==> src/rtl/ysyx_22050710_axil_slave_wrap_pkg.sv <==
// rtl/ysyx_22050710_axil_slave_wrap_pkg.sv - response codes and helpers shared by the AXI-lite slave wrapper
//
// Holds the YSYX_22050710_AXI_RESP_* macros and their typed equivalents.
// The macros are guarded so that another file defining the same codes does not clash.

`ifndef YSYX_22050710_AXI_RESP_OKAY
`define YSYX_22050710_AXI_RESP_OKAY   2'b00
`endif
`ifndef YSYX_22050710_AXI_RESP_EXOKAY
`define YSYX_22050710_AXI_RESP_EXOKAY 2'b01
`endif
`ifndef YSYX_22050710_AXI_RESP_SLVERR
`define YSYX_22050710_AXI_RESP_SLVERR 2'b10
`endif
`ifndef YSYX_22050710_AXI_RESP_DECERR
`define YSYX_22050710_AXI_RESP_DECERR 2'b11
`endif

package ysyx_22050710_axil_slave_wrap_pkg;

    localparam logic [1:0] RESP_OKAY   = `YSYX_22050710_AXI_RESP_OKAY;
    localparam logic [1:0] RESP_EXOKAY = `YSYX_22050710_AXI_RESP_EXOKAY;
    localparam logic [1:0] RESP_SLVERR = `YSYX_22050710_AXI_RESP_SLVERR;
    localparam logic [1:0] RESP_DECERR = `YSYX_22050710_AXI_RESP_DECERR;

    // Addresses outside the decoded window never reach memory; they answer DECERR.
    function automatic logic [1:0] resp_for_hit(input logic hit);
        return hit ? RESP_OKAY : RESP_DECERR;
    endfunction

endpackage

==> src/rtl/ysyx_22050710_axil_chan_buf.sv <==
// rtl/ysyx_22050710_axil_chan_buf.sv - single-entry valid/ready holding register for one AXI-lite channel
//
// Ports:
//   clk, rst        rising-edge clock, synchronous active-high reset
//   valid, ready    upstream handshake; ready = !full and low during reset
//   payload         data captured on valid & ready
//   clear           empties the entry (takes priority over a load)
//   full, held      occupancy flag and captured payload

module ysyx_22050710_axil_chan_buf #(
    parameter int WIDTH = 32
) (
    input  logic             clk,
    input  logic             rst,
    input  logic             valid,
    output logic             ready,
    input  logic [WIDTH-1:0] payload,
    input  logic             clear,
    output logic             full,
    output logic [WIDTH-1:0] held
);

    assign ready = !full && !rst;

    always_ff @(posedge clk) begin
        if (rst) begin
            full <= 1'b0;
            held <= '0;
        end else if (clear) begin
            full <= 1'b0;
        end else if (valid && ready) begin
            full <= 1'b1;
            held <= payload;
        end
    end

endmodule

==> src/rtl/ysyx_22050710_axil_slave_wrap.sv <==
// rtl/ysyx_22050710_axil_slave_wrap.sv - AXI-lite slave that serialises reads and writes onto one req/gnt memory port
//
// Ports:
//   i_aclk, i_arst                  clock, synchronous active-high reset
//   AW/W/B (i_aw*, i_w*, o_b*)      AXI-lite write channels; awprot ignored
//   AR/R   (i_ar*, o_r*)            AXI-lite read channels; arprot ignored
//   o_mem_req/we/addr/wdata/wstrb   memory request, held until i_mem_gnt
//   i_mem_gnt, i_mem_rvalid/rdata   grant and read return (rvalid >= 1 cycle after gnt)

module ysyx_22050710_axil_slave_wrap
    import ysyx_22050710_axil_slave_wrap_pkg::*;
#(
    parameter int                    DATA_WIDTH = 64,
    parameter int                    ADDR_WIDTH = 32,
    parameter int                    STRB_WIDTH = DATA_WIDTH / 8,
    parameter logic [ADDR_WIDTH-1:0] BASE_ADDR  = 32'h8000_0000,
    parameter logic [ADDR_WIDTH-1:0] ADDR_SPAN  = 32'h0800_0000
) (
    input  logic                  i_aclk,
    input  logic                  i_arst,

    input  logic                  i_awvalid,
    output logic                  o_awready,
    input  logic [ADDR_WIDTH-1:0] i_awaddr,
    input  logic [2:0]            i_awprot,

    input  logic                  i_wvalid,
    output logic                  o_wready,
    input  logic [DATA_WIDTH-1:0] i_wdata,
    input  logic [STRB_WIDTH-1:0] i_wstrb,

    output logic                  o_bvalid,
    input  logic                  i_bready,
    output logic [1:0]            o_bresp,

    input  logic                  i_arvalid,
    output logic                  o_arready,
    input  logic [ADDR_WIDTH-1:0] i_araddr,
    input  logic [2:0]            i_arprot,

    output logic                  o_rvalid,
    input  logic                  i_rready,
    output logic [DATA_WIDTH-1:0] o_rdata,
    output logic [1:0]            o_rresp,

    output logic                  o_mem_req,
    output logic                  o_mem_we,
    output logic [ADDR_WIDTH-1:0] o_mem_addr,
    output logic [DATA_WIDTH-1:0] o_mem_wdata,
    output logic [STRB_WIDTH-1:0] o_mem_wstrb,
    input  logic                  i_mem_gnt,
    input  logic                  i_mem_rvalid,
    input  logic [DATA_WIDTH-1:0] i_mem_rdata
);

    typedef enum logic [2:0] {
        IDLE    = 3'd0,
        RD_REQ  = 3'd1,
        RD_WAIT = 3'd2,
        RD_RESP = 3'd3,
        WR_REQ  = 3'd4,
        WR_RESP = 3'd5
    } state_t;

    localparam int WBUF_WIDTH = DATA_WIDTH + STRB_WIDTH;

    state_t                  state;
    state_t                  state_next;

    logic                    aw_full;
    logic [ADDR_WIDTH-1:0]   aw_addr;
    logic                    w_full;
    logic [WBUF_WIDTH-1:0]   w_held;

    logic                    last_rd;
    logic [ADDR_WIDTH-1:0]   rd_addr;
    logic [DATA_WIDTH-1:0]   rdata_q;
    logic [1:0]              rresp_q;
    logic [1:0]              bresp_q;

    logic                    idle;
    logic                    wr_pend;
    logic                    pick_rd;
    logic                    ar_fire;
    logic                    wr_go;
    logic                    b_fire;
    logic                    ar_hit;
    logic                    aw_hit;

    logic                    unused_prot;
    assign unused_prot = ^{i_awprot, i_arprot};

    // Window test is done one bit wider than the address so BASE+SPAN cannot wrap.
    function automatic logic in_window(input logic [ADDR_WIDTH-1:0] addr);
        logic [ADDR_WIDTH:0] lo;
        logic [ADDR_WIDTH:0] hi;
        logic [ADDR_WIDTH:0] x;
        lo = {1'b0, BASE_ADDR};
        hi = lo + {1'b0, ADDR_SPAN};
        x  = {1'b0, addr};
        return (x >= lo) && (x < hi);
    endfunction

    // ------------------------------------------------------------------
    // Write address / data holding registers. Both stay full until the B
    // response is accepted, which blocks any new write in the meantime.
    // ------------------------------------------------------------------
    ysyx_22050710_axil_chan_buf #(
        .WIDTH (ADDR_WIDTH)
    ) u_aw_buf (
        .clk     (i_aclk),
        .rst     (i_arst),
        .valid   (i_awvalid),
        .ready   (o_awready),
        .payload (i_awaddr),
        .clear   (b_fire),
        .full    (aw_full),
        .held    (aw_addr)
    );

    ysyx_22050710_axil_chan_buf #(
        .WIDTH (WBUF_WIDTH)
    ) u_w_buf (
        .clk     (i_aclk),
        .rst     (i_arst),
        .valid   (i_wvalid),
        .ready   (o_wready),
        .payload ({i_wstrb, i_wdata}),
        .clear   (b_fire),
        .full    (w_full),
        .held    (w_held)
    );

    // ------------------------------------------------------------------
    // Arbitration. The read side gets the port unless a complete write is
    // waiting and the previous grant already went to a read; last_rd thus
    // alternates grants under contention. arready depends on registers only.
    // ------------------------------------------------------------------
    assign idle      = (state == IDLE);
    assign wr_pend   = aw_full && w_full;
    assign pick_rd   = !wr_pend || !last_rd;
    assign o_arready = !i_arst && idle && pick_rd;
    assign ar_fire   = i_arvalid && o_arready;
    assign wr_go     = idle && wr_pend && !(i_arvalid && pick_rd);
    assign b_fire    = o_bvalid && i_bready;

    assign ar_hit    = in_window(i_araddr);
    assign aw_hit    = in_window(aw_addr);

    // ------------------------------------------------------------------
    // Transaction FSM
    // ------------------------------------------------------------------
    always_ff @(posedge i_aclk) begin
        if (i_arst) begin
            state <= IDLE;
        end else begin
            state <= state_next;
        end
    end

    always_comb begin
        state_next = state;
        o_mem_req  = 1'b0;
        o_mem_we   = 1'b0;
        o_rvalid   = 1'b0;
        o_bvalid   = 1'b0;
        case (state)
            IDLE: begin
                if (ar_fire) begin
                    state_next = ar_hit ? RD_REQ : RD_RESP;
                end else if (wr_go) begin
                    state_next = aw_hit ? WR_REQ : WR_RESP;
                end
            end
            RD_REQ: begin
                o_mem_req = 1'b1;
                if (i_mem_gnt) begin
                    state_next = RD_WAIT;
                end
            end
            RD_WAIT: begin
                if (i_mem_rvalid) begin
                    state_next = RD_RESP;
                end
            end
            RD_RESP: begin
                o_rvalid = 1'b1;
                if (i_rready) begin
                    state_next = IDLE;
                end
            end
            WR_REQ: begin
                o_mem_req = 1'b1;
                o_mem_we  = 1'b1;
                if (i_mem_gnt) begin
                    state_next = WR_RESP;
                end
            end
            WR_RESP: begin
                o_bvalid = 1'b1;
                if (i_bready) begin
                    state_next = IDLE;
                end
            end
            default: begin
                state_next = IDLE;
            end
        endcase
    end

    // ------------------------------------------------------------------
    // Per-transaction registers. A decode miss loads its DECERR response at
    // grant time so the response state can be entered without a memory access.
    // ------------------------------------------------------------------
    always_ff @(posedge i_aclk) begin
        if (i_arst) begin
            last_rd <= 1'b0;
            rd_addr <= '0;
            rdata_q <= '0;
            rresp_q <= RESP_OKAY;
            bresp_q <= RESP_OKAY;
        end else begin
            if (ar_fire) begin
                last_rd <= 1'b1;
                rd_addr <= i_araddr;
                if (!ar_hit) begin
                    rdata_q <= '0;
                    rresp_q <= RESP_DECERR;
                end
            end else if (wr_go) begin
                last_rd <= 1'b0;
                bresp_q <= resp_for_hit(aw_hit);
            end

            // Read data is only accepted while waiting for it, so a stale
            // return from before a reset cannot be mistaken for a new one.
            if (state == RD_WAIT && i_mem_rvalid) begin
                rdata_q <= i_mem_rdata;
                rresp_q <= RESP_OKAY;
            end
        end
    end

    assign o_rdata     = rdata_q;
    assign o_rresp     = rresp_q;
    assign o_bresp     = bresp_q;

    assign o_mem_addr  = (state == WR_REQ) ? aw_addr : rd_addr;
    assign o_mem_wdata = w_held[DATA_WIDTH-1:0];
    assign o_mem_wstrb = w_held[DATA_WIDTH +: STRB_WIDTH];

endmodule

==> config.mk <==
export PLATFORM = sky130hd
export DESIGN_NAME = ysyx_22050710_axil_slave_wrap
export DESIGN_NICKNAME = d
export VERILOG_FILES = /design/src/rtl/ysyx_22050710_axil_slave_wrap_pkg.sv /design/src/rtl/ysyx_22050710_axil_chan_buf.sv /design/src/rtl/ysyx_22050710_axil_slave_wrap.sv
export SDC_FILE = /design/constraint.sdc
export NUM_CORES = 1
export LEC_CHECK = 0
export BUFFER_PORTS_ARGS = -buffer_cell sky130_fd_sc_hd__buf_2
export CAP_MARGIN = 20
export CELL_PAD_IN_SITES_DETAIL_PLACEMENT = 2
export CELL_PAD_IN_SITES_GLOBAL_PLACEMENT = 2
export CORE_ASPECT_RATIO = 2
export CORE_UTILIZATION = 28
export DETAILED_ROUTE_END_ITERATION = 10
export GPL_ROUTABILITY_DRIVEN = 0
export PLACE_DENSITY = 0.95
export SLEW_MARGIN = 20
export SYNTH_ARGS = -nofsm -noshare
export SYNTH_HDL_FRONTEND = slang
export SYNTH_SLANG_ARGS = --single-unit
==> constraint.sdc <==
create_clock -name i_aclk -period 4.7 [get_ports i_aclk]
set_input_delay 0.235 -clock i_aclk [delete_from_list [all_inputs] [get_ports i_aclk]]
set_output_delay 0.235 -clock i_aclk [all_outputs]
set_load 0.01 [all_outputs]
==> impl_results.md, run 1 <==
- Number of global-route vias before repair: 11590
- Async SR Flop Fraction: 0%
- Least-Margin Pin Slew: 981.4 ps
- Critical path arrival: 3410 ps
- Synth Cell Area: 8685 um2
- Drc violations: 0
- CTS tree: yes
- Final instance area: 13430 um2
- Post-Layout Cell Count: 1959
- Main combinational cell family by area after synthesis: simple AND/OR/NAND/NOR gates
- Lkg Pwr: 0.006082 uW
- Clock Skew: 15.01 ps
- Min cycle time layout: 3057 ps
- Synth cell types: 38
- Synth Area in XOR/XNOR: 0.1009%
- Slew headroom: 34.41%
- Worst Path Required: 5050 ps
- Most common cell after layout, fill and taps aside: buf_2
- TritonRoute pass-1 iters: 6
- Num CTS Buffers: 21
- Clk slew on worst S/H paths: 70 ps
- Post-CTS Resized: 0
- Avg Cell Area, Syn: 8.287 um2
- Placeable Area: 30290 um2
- Startpoint class of the critical path: flip-flop
- Global route overflow: 0
- Max clock buf depth: 3
- Final hold violations: 0
- Mux cell area share after synthesis: 4.495%
- Simple-Gate Fraction of Synth Area: 27.82%
- I/O pin total: 394
- Synthesized-area fraction occupied by adder cells: 0%
- Max VDD drop: 0.2572 mV
- Outcome: completed
- Clk sink count: 208
- Final Cycle Share: 65.04%
- Post-DRT Antenna Nets: 0
- CTS Hold Bufs: 190
- Clock latency on the worst-skew pair: 510 ps
- Ys flop type: dfxtp_1
- Final wirelength: 47.70 mm
- Max frequency: 327.1 MHz
- Initial Utilization: 28.67%
- Synth Area in Compound Gates: 14.70%
- Slowest stage delay, CP: 820 ps
- Layout area overhead: 54.65%
- Via/cell ratio: 5.032
- Half-perimeter wire length after placement: 24.14 mm
- Cells after DPL: 1725
- Synth warn: 0
- Port Buf Inserts: 387
- Sum Neg Setup Slack: 0 ps
- GR Util All Layers: 29.28%
- RSZ-0062 raised after global routing: false
- Fin. max-slew vios: 0
- Synthesized flop and latch total: 208
- Die X: 126.5 um
- Register area share after synthesis: 47.95%
- Htree depth: 1
- # nets final: 1788
- Fin Hold WS: 21.92 ps
- Post-CTS Setup Repair Bufs: 0
- First-pass GRT wire length: 70.33 mm
- Pwr Density: 405.6 nW/um2
- Layout cells sized above 1: 29.80%
- Largest net degree at the start of global routing: 127
- Root buffer selected by CTS: clkbuf_16
- Final Setup Violations: 0
- CP Capture Type: flip-flop
- Worst-path cell chain: nor3_4 > nand4b_4 > buf_4 > o21ai_0 > a21oi_1
- Most frequent cells in the layout: buf_2 (386), nand2_1 (236), dfxtp_1 (208)
- Die Ht: 251.1 um
- WL/cell: 24.35 um
- CP max FO: 60
- Detailed-route via count: 9858
- Iter 0 DRT Violations: 385
- Post-Syn Instances: 1048
- Area after DPL: 10780 um2
- Max-cap viol count: 0
- HP Class: primary input to flip-flop
- Slowest-stage cell, CP: nand4b_4
- Row count: 90
- Syn_nets: 1263
- Die Area: 31770 um2
- WS Path Type: flip-flop to flip-flop
- Initial antenna violation count: 5
- EDFF count, synth: 0
==> power by group <==
group	internal [uW]	switching, uW
combinational	627	871
sequential	1980	187
clock	1000	783
==> worst paths after layout <==
kind | startpoint | to | slack [ps] | cells past startpoint
worst max-delay path | state[0] | o_rdata[61] | 1640 | 5
worst min-delay path | i_araddr[1] | rd_addr[1] | 20 | 3
worst max register to register | state[0] | o_rdata[61] | 1640 | 5
worst min register to register | u_w_buf.held[70] | u_w_buf.held[70] | 480 | 2
==> metrics by stage <==
step	power [uW]	worst slack (ps)	utilization, %
after floorplan	2895	2925	-
after global placement	3362	1870	35.58
after detailed placement	3449	1748	35.58
after CTS	5364	1670	44.17
after global routing	5665	1444	44.34
final	5447	1643	44.34
==> critical path: cells and delay by family, from the launching register on <==
| kind | cells | cell delay [ps] |
|---|---|---|
| and+or+nand+nor | 2 | 1270 |
| buffers and inverters | 1 | 590 |
| AOI/OAI and AO/OA | 2 | 510 |
| DFF | 1 | 490 |
==> synthesized netlist by cell type, types with 2 or more instances <==
cell	instances	area [um2]
a211oi_1	2	15.01
a21oi_1	65	325.3
and3_1	2	12.51
buf_2	16	80.08
buf_4	6	45.04
buf_6	6	67.56
clkbuf_1	59	221.5
dfxtp_1	208	4164
inv_1	4	15.01
mux2_2	32	360.4
mux2i_1	3	30.03
nand2_1	236	885.9
nand2b_1	105	656.9
nand3_1	4	20.02
nand3b_1	33	247.7
nor2_1	10	37.54
nor2b_1	65	406.6
nor4b_4	2	47.55
o21a_1	3	22.52
o21ai_0	147	735.7
o21ai_1	23	115.1
==> state kept, by name, summed over array words and instances, names as in the netlist <==
signal,count
o_rdata,64
u_aw_buf.full,1
u_w_buf.held,72
rd_addr,32
last_rd,1
o_bresp,1
state,3
o_rresp,1
u_w_buf.full,1
u_aw_buf.held,32
==> routing by layer <==
metal	global-route usage, %	part of all wire, %	vias to the layer above
met5	0	0.025	-
met4	19.17	6.5	2
met3	7.172	6.3	168
met2	55.56	52	443
met1	27.31	35	4754
li1	-	-	4491
==> area by class of cell <==
cell class / count / area (um2)
well taps: 368 / 460.4
clock inverters: 10 / 113.9
repair buffers: 589 / 3953
fillers: 3232 / 16860
clock buffers: 27 / 588.1
flip-flops and latches: 208 / 4164
diodes: 4 / 10.01
multi-input cells: 749 / 4126
inverters: 4 / 15.01
==> kinds of logic (layout without fill, tap and decap cells) <==
family,Yosys count,in the layout
and+or+nand+nor,466,466
AOI/OAI and AO/OA,247,247
DFF,208,208
buffers and inverters,91,630
muxes,35,35
xor gates and xnor gates,1,1
other,0,4
(Power assumes the default switching activity.)
==> run 2, diff against run 1 <==
Settings changed: ABC_AREA from default to 1, CORE_UTILIZATION 28 to 24, PLACE_DENSITY 0.95 to 0.92.
Clock period 4.7 ns to 3.2 ns, I/O delays scaled along.
==> run 2 against run 1 <==
Effect of this change: power grew 43%; global-route usage shrank 1.6 points; synthesized area shrank 8.9%; cell area shrank 4.8%; critical endpoint is now o_mem_addr[19]; setup slack lost 1100 ps; clock skew grew 9.5 ps; non-clock buffer count grew 13; highest routed layer unchanged.
==> impl_results.md, run 2 <==
- Outcome: completed
- Synth cell types: 23 (-39%)
- Initial Utilization: 24.47% (-4.2 points)
- Slowest-stage cell, CP: buf_4
- Post-DRT Antenna Nets: 0 (unchanged)
- Ys flop type: dfxtp_1
- Htree depth: 1 (unchanged)
- EDFF count, synth: 0 (unchanged)
- Placeable Area: 32350 um2 (+6.8%)
- Comb pwr share: 26.6% (-0.9 points)
- Sequential share of power: 39.9% (+0.2 points)
- Largest register by flop count: u_w_buf.held
- Global route overflow: 0 (unchanged)
- Fin. max-slew vios: 0 (unchanged)
- Avg Cell Area, Syn: 7.618 um2 (-8.1%)
- Total Power: 7800 uW (+43%)
- Detailed-route via count: 9950 (+0.93%)
- Final instance area: 12790 um2 (-4.8%)
- Post-Syn Instances: 1039 (-0.86%)
- Hold_sp: i_bready
- Final hold violations: 0 (unchanged)
- WS Path Type: flip-flop to output port
- Sw Pwr: 2705 uW (+47%)
- Area after DPL: 10060 um2 (-6.6%)
- Via/cell ratio: 4.899 (-2.6%)
- Cell-internal power: 5095 uW (+41%)
- CP Capture Type: output port
- Worst-path cell chain: nor2_1 > inv_1 > nor2_4 > buf_4 > nand2_1 > o21ai_0 > buf_2
- Post-layout util: 39.53% (-4.8 points)
- Pwr Density: 610.0 nW/um2 (+50%)
- Synth cell count leaders: nand2_1 (324), dfxtp_1 (208), nand3_1 (175)
- Slowest stage delay, CP: 530 ps (-290 ps)
- Max-cap viol count: 0 (unchanged)
- Synthesized flop and latch total: 208 (unchanged)
- Area contributors post-synth: dfxtp_1 (53%), nand2_1 (15%), nand3_1 (11%)
- RSZ-0062 raised after global routing: false
- Lkg Pwr: 0.006139 uW (+0.94%)
- Sum Neg Setup Slack: 0 ps (unchanged)
- Register area share after synthesis: 52.61% (+4.7 points)
- CP max FO: 65 (+8.3%)
- HP Class: primary input to flip-flop
- Worst R2R Start: u_w_buf.full
- GR Util All Layers: 27.71% (-1.6 points)
- Slew headroom: 45.97% (+12 points)
- Max reg flops: 72 (unchanged)
- Critical path arrival: 2500 ps (-910 ps)
- Most common cell after layout, fill and taps aside: buf_2
- Root buffer selected by CTS: clkbuf_16
- Min cycle time layout: 2660 ps
- Number of global-route vias before repair: 11670 (+0.71%)
- Max VDD drop: 0.3583 mV (+39%)
- # nets final: 1796 (+0.45%)
- Hold path endpoint: u_w_buf.full
- Final Cycle Share: 83.13%
- Clock latency on the worst-skew pair: 530 ps (+20 ps)
- Die Ht: 258.8 um (+3.1%)
- Multi-input logic area: 3146 um2 (-24%)
- Clock power frac: 33.5% (+0.8 points)
- Register area: 4164 um2 (unchanged)
- Clk slew on worst S/H paths: 70 ps (about the same)
- Half-perimeter wire length after placement: 25.20 mm (+4.4%)
- Num CTS Buffers: 21 (unchanged)
- Layout cells sized above 1: 28.21% (-1.6 points)
- Clk sink count: 208 (unchanged)
- Switch share: 34.68% (+0.88 points)
- Drc violations: 0 (unchanged)
- Port Buf Inserts: 387 (unchanged)
- Startpoint class of the critical path: flip-flop
- Final wirelength: 48.10 mm (+0.83%)
- Reg2Reg Setup Slack: 830 ps (-810 ps)
- Max clock buf depth: 3 (unchanged)
- Synth Cell Area: 7915 um2 (-8.9%)
- Initial antenna violation count: 11 (+6)
- Iter 0 DRT Violations: 362 (-6.0%)
- TritonRoute pass-1 iters: 4 (-2)
- Row count: 93 (+3.3%)
- Largest net degree at the start of global routing: 74 (-42%)
- I/O pin total: 394 (unchanged)
- Async SR Flop Fraction: 0% (unchanged)
- FILL cells: 3642 (+13%)
- Count leader, synth: nand2_1
- Least-Margin Pin Slew: 810.5 ps (-171.0 ps)
- First-pass GRT wire length: 69.30 mm (-1.5%)
- Post-CTS Setup Repair Bufs: 0 (unchanged)
- Most frequent cells in the layout: buf_2 (387), nand2_1 (323), dfxtp_1 (208)
- Layout area overhead: 61.56%
- Clock Skew: 24.46 ps (+9.453 ps)
- Hold Path Stages: 4 (+1)
- CTS tree: yes
- Worst r2r path cells: 7 (+2)
- WL/cell: 23.68 um (-2.7%)
- Syn_nets: 1254 (-0.71%)
- Die X: 130.4 um (+3.1%)
- Die Area: 33750 um2 (+6.3%)
- Synth top area share: 52.61% (+4.7 points)
- Synth warn: 0 (unchanged)
- Post-synth top area cell: dfxtp_1
- Reg-to-Reg End: rd_addr[20]
- Post-CTS Resized: 0 (unchanged)
- Max frequency: 375.9 MHz
- Worst Path Required: 3040 ps (-2010 ps)
- Final Setup Violations: 0 (unchanged)
==> run 2: cell count changes after synthesis, sizes merged, moves of 34 or more <==
cell    before  now
nor2b       65    0
inv          4   46
nand2      236  325
o21ai      170   69
clkbuf      59   25
nand2b     105    0
a21oi       65  101
nand3        4  179
==> run 2: cell families after synthesis <==
group | count (synthesis) | synth area share [%]
buffers and inverters | 129 | 7.841
flip-flops | 208 | 52.61
AO/OA/AOI/OAI | 173 | 11.03
AND/OR/NAND/NOR | 529 | 28.52
==> run 2: what timing repair did <==
action                                  in CTS  in global routing
endpoints found under the setup margin       0                  0
hold buffers                               200                  1
endpoints found under the hold margin      200                  1
==> run 2: power by group through the flow <==
| stage | Combinational, uW | Clock (uW) | Sequential [uW] |
|---|---|---|---|
| finish | 2080 | 2610 | 3110 |
| floorplan | 998 | 0 | 3130 |
| global route | 2220 | 2750 | 3140 |
| CTS | 1960 | 2670 | 3070 |
| global placement | 1640 | 0 | 3090 |
| detailed placement | 1740 | 0 | 3120 |
==> run 2: cell type report <==
| cell class | count | area share (%) |
|---|---|---|
| Antenna cell | 9 | 0.1761 |
| Clock buffer | 30 | 4.687 |
| Clock inverter | 7 | 0.7241 |
| Inverter | 46 | 1.370 |
| Multi-Input combinational cell | 702 | 24.60 |
| Sequential cell | 208 | 32.56 |
| Tap cell | 427 | 4.178 |
| Timing Repair Buffer | 602 | 31.70 |
==> run 2: worst max path at each step <==
stage	slack, ps	cells after the start	endpoint	startpoint
6_report	540	7	o_mem_addr[19]	state[0]
5_1_grt	400	7	o_mem_addr[19]	state[0]
4_1_cts	590	7	o_mem_addr[26]	state[0]
3_5_place_dp	1000	8	rd_addr[26]	i_arst
3_3_place_gp	1100	8	rd_addr[24]	i_arst
2_1_floorplan	1750	8	o_mem_addr[10]	state[0]
==> run 2: layer usage <==
| metal | global-route usage [%] | vias to the layer above | part of all wire, % |
|---|---|---|---|
| met5 | 0 | - | 0.060 |
| met4 | 20.88 | 4 | 8.1 |
| met3 | 5.326 | 207 | 4.7 |
| met1 | 24.75 | 4852 | 33 |
| li1 | - | 4473 | - |
| met2 | 53.01 | 414 | 54 |
==> run 2: metrics by stage <==
stage	std cells	hold slack [ps]	worst slack, ps
finish	2031	46.07	539.7
global route	2031	45.58	401.7
CTS	2021	1.756	588.3
detailed placement	1784	361.1	996.1
global placement	1784	353.7	1099
floorplan	1039	270.5	1752
==> run 2: critical path, delay by kind of cell (launching register included) <==
family / cells / cell delay, ps
buf+inv: 3 / 850
simple gates: 3 / 520
compound gates: 1 / 180
flops: 1 / 410
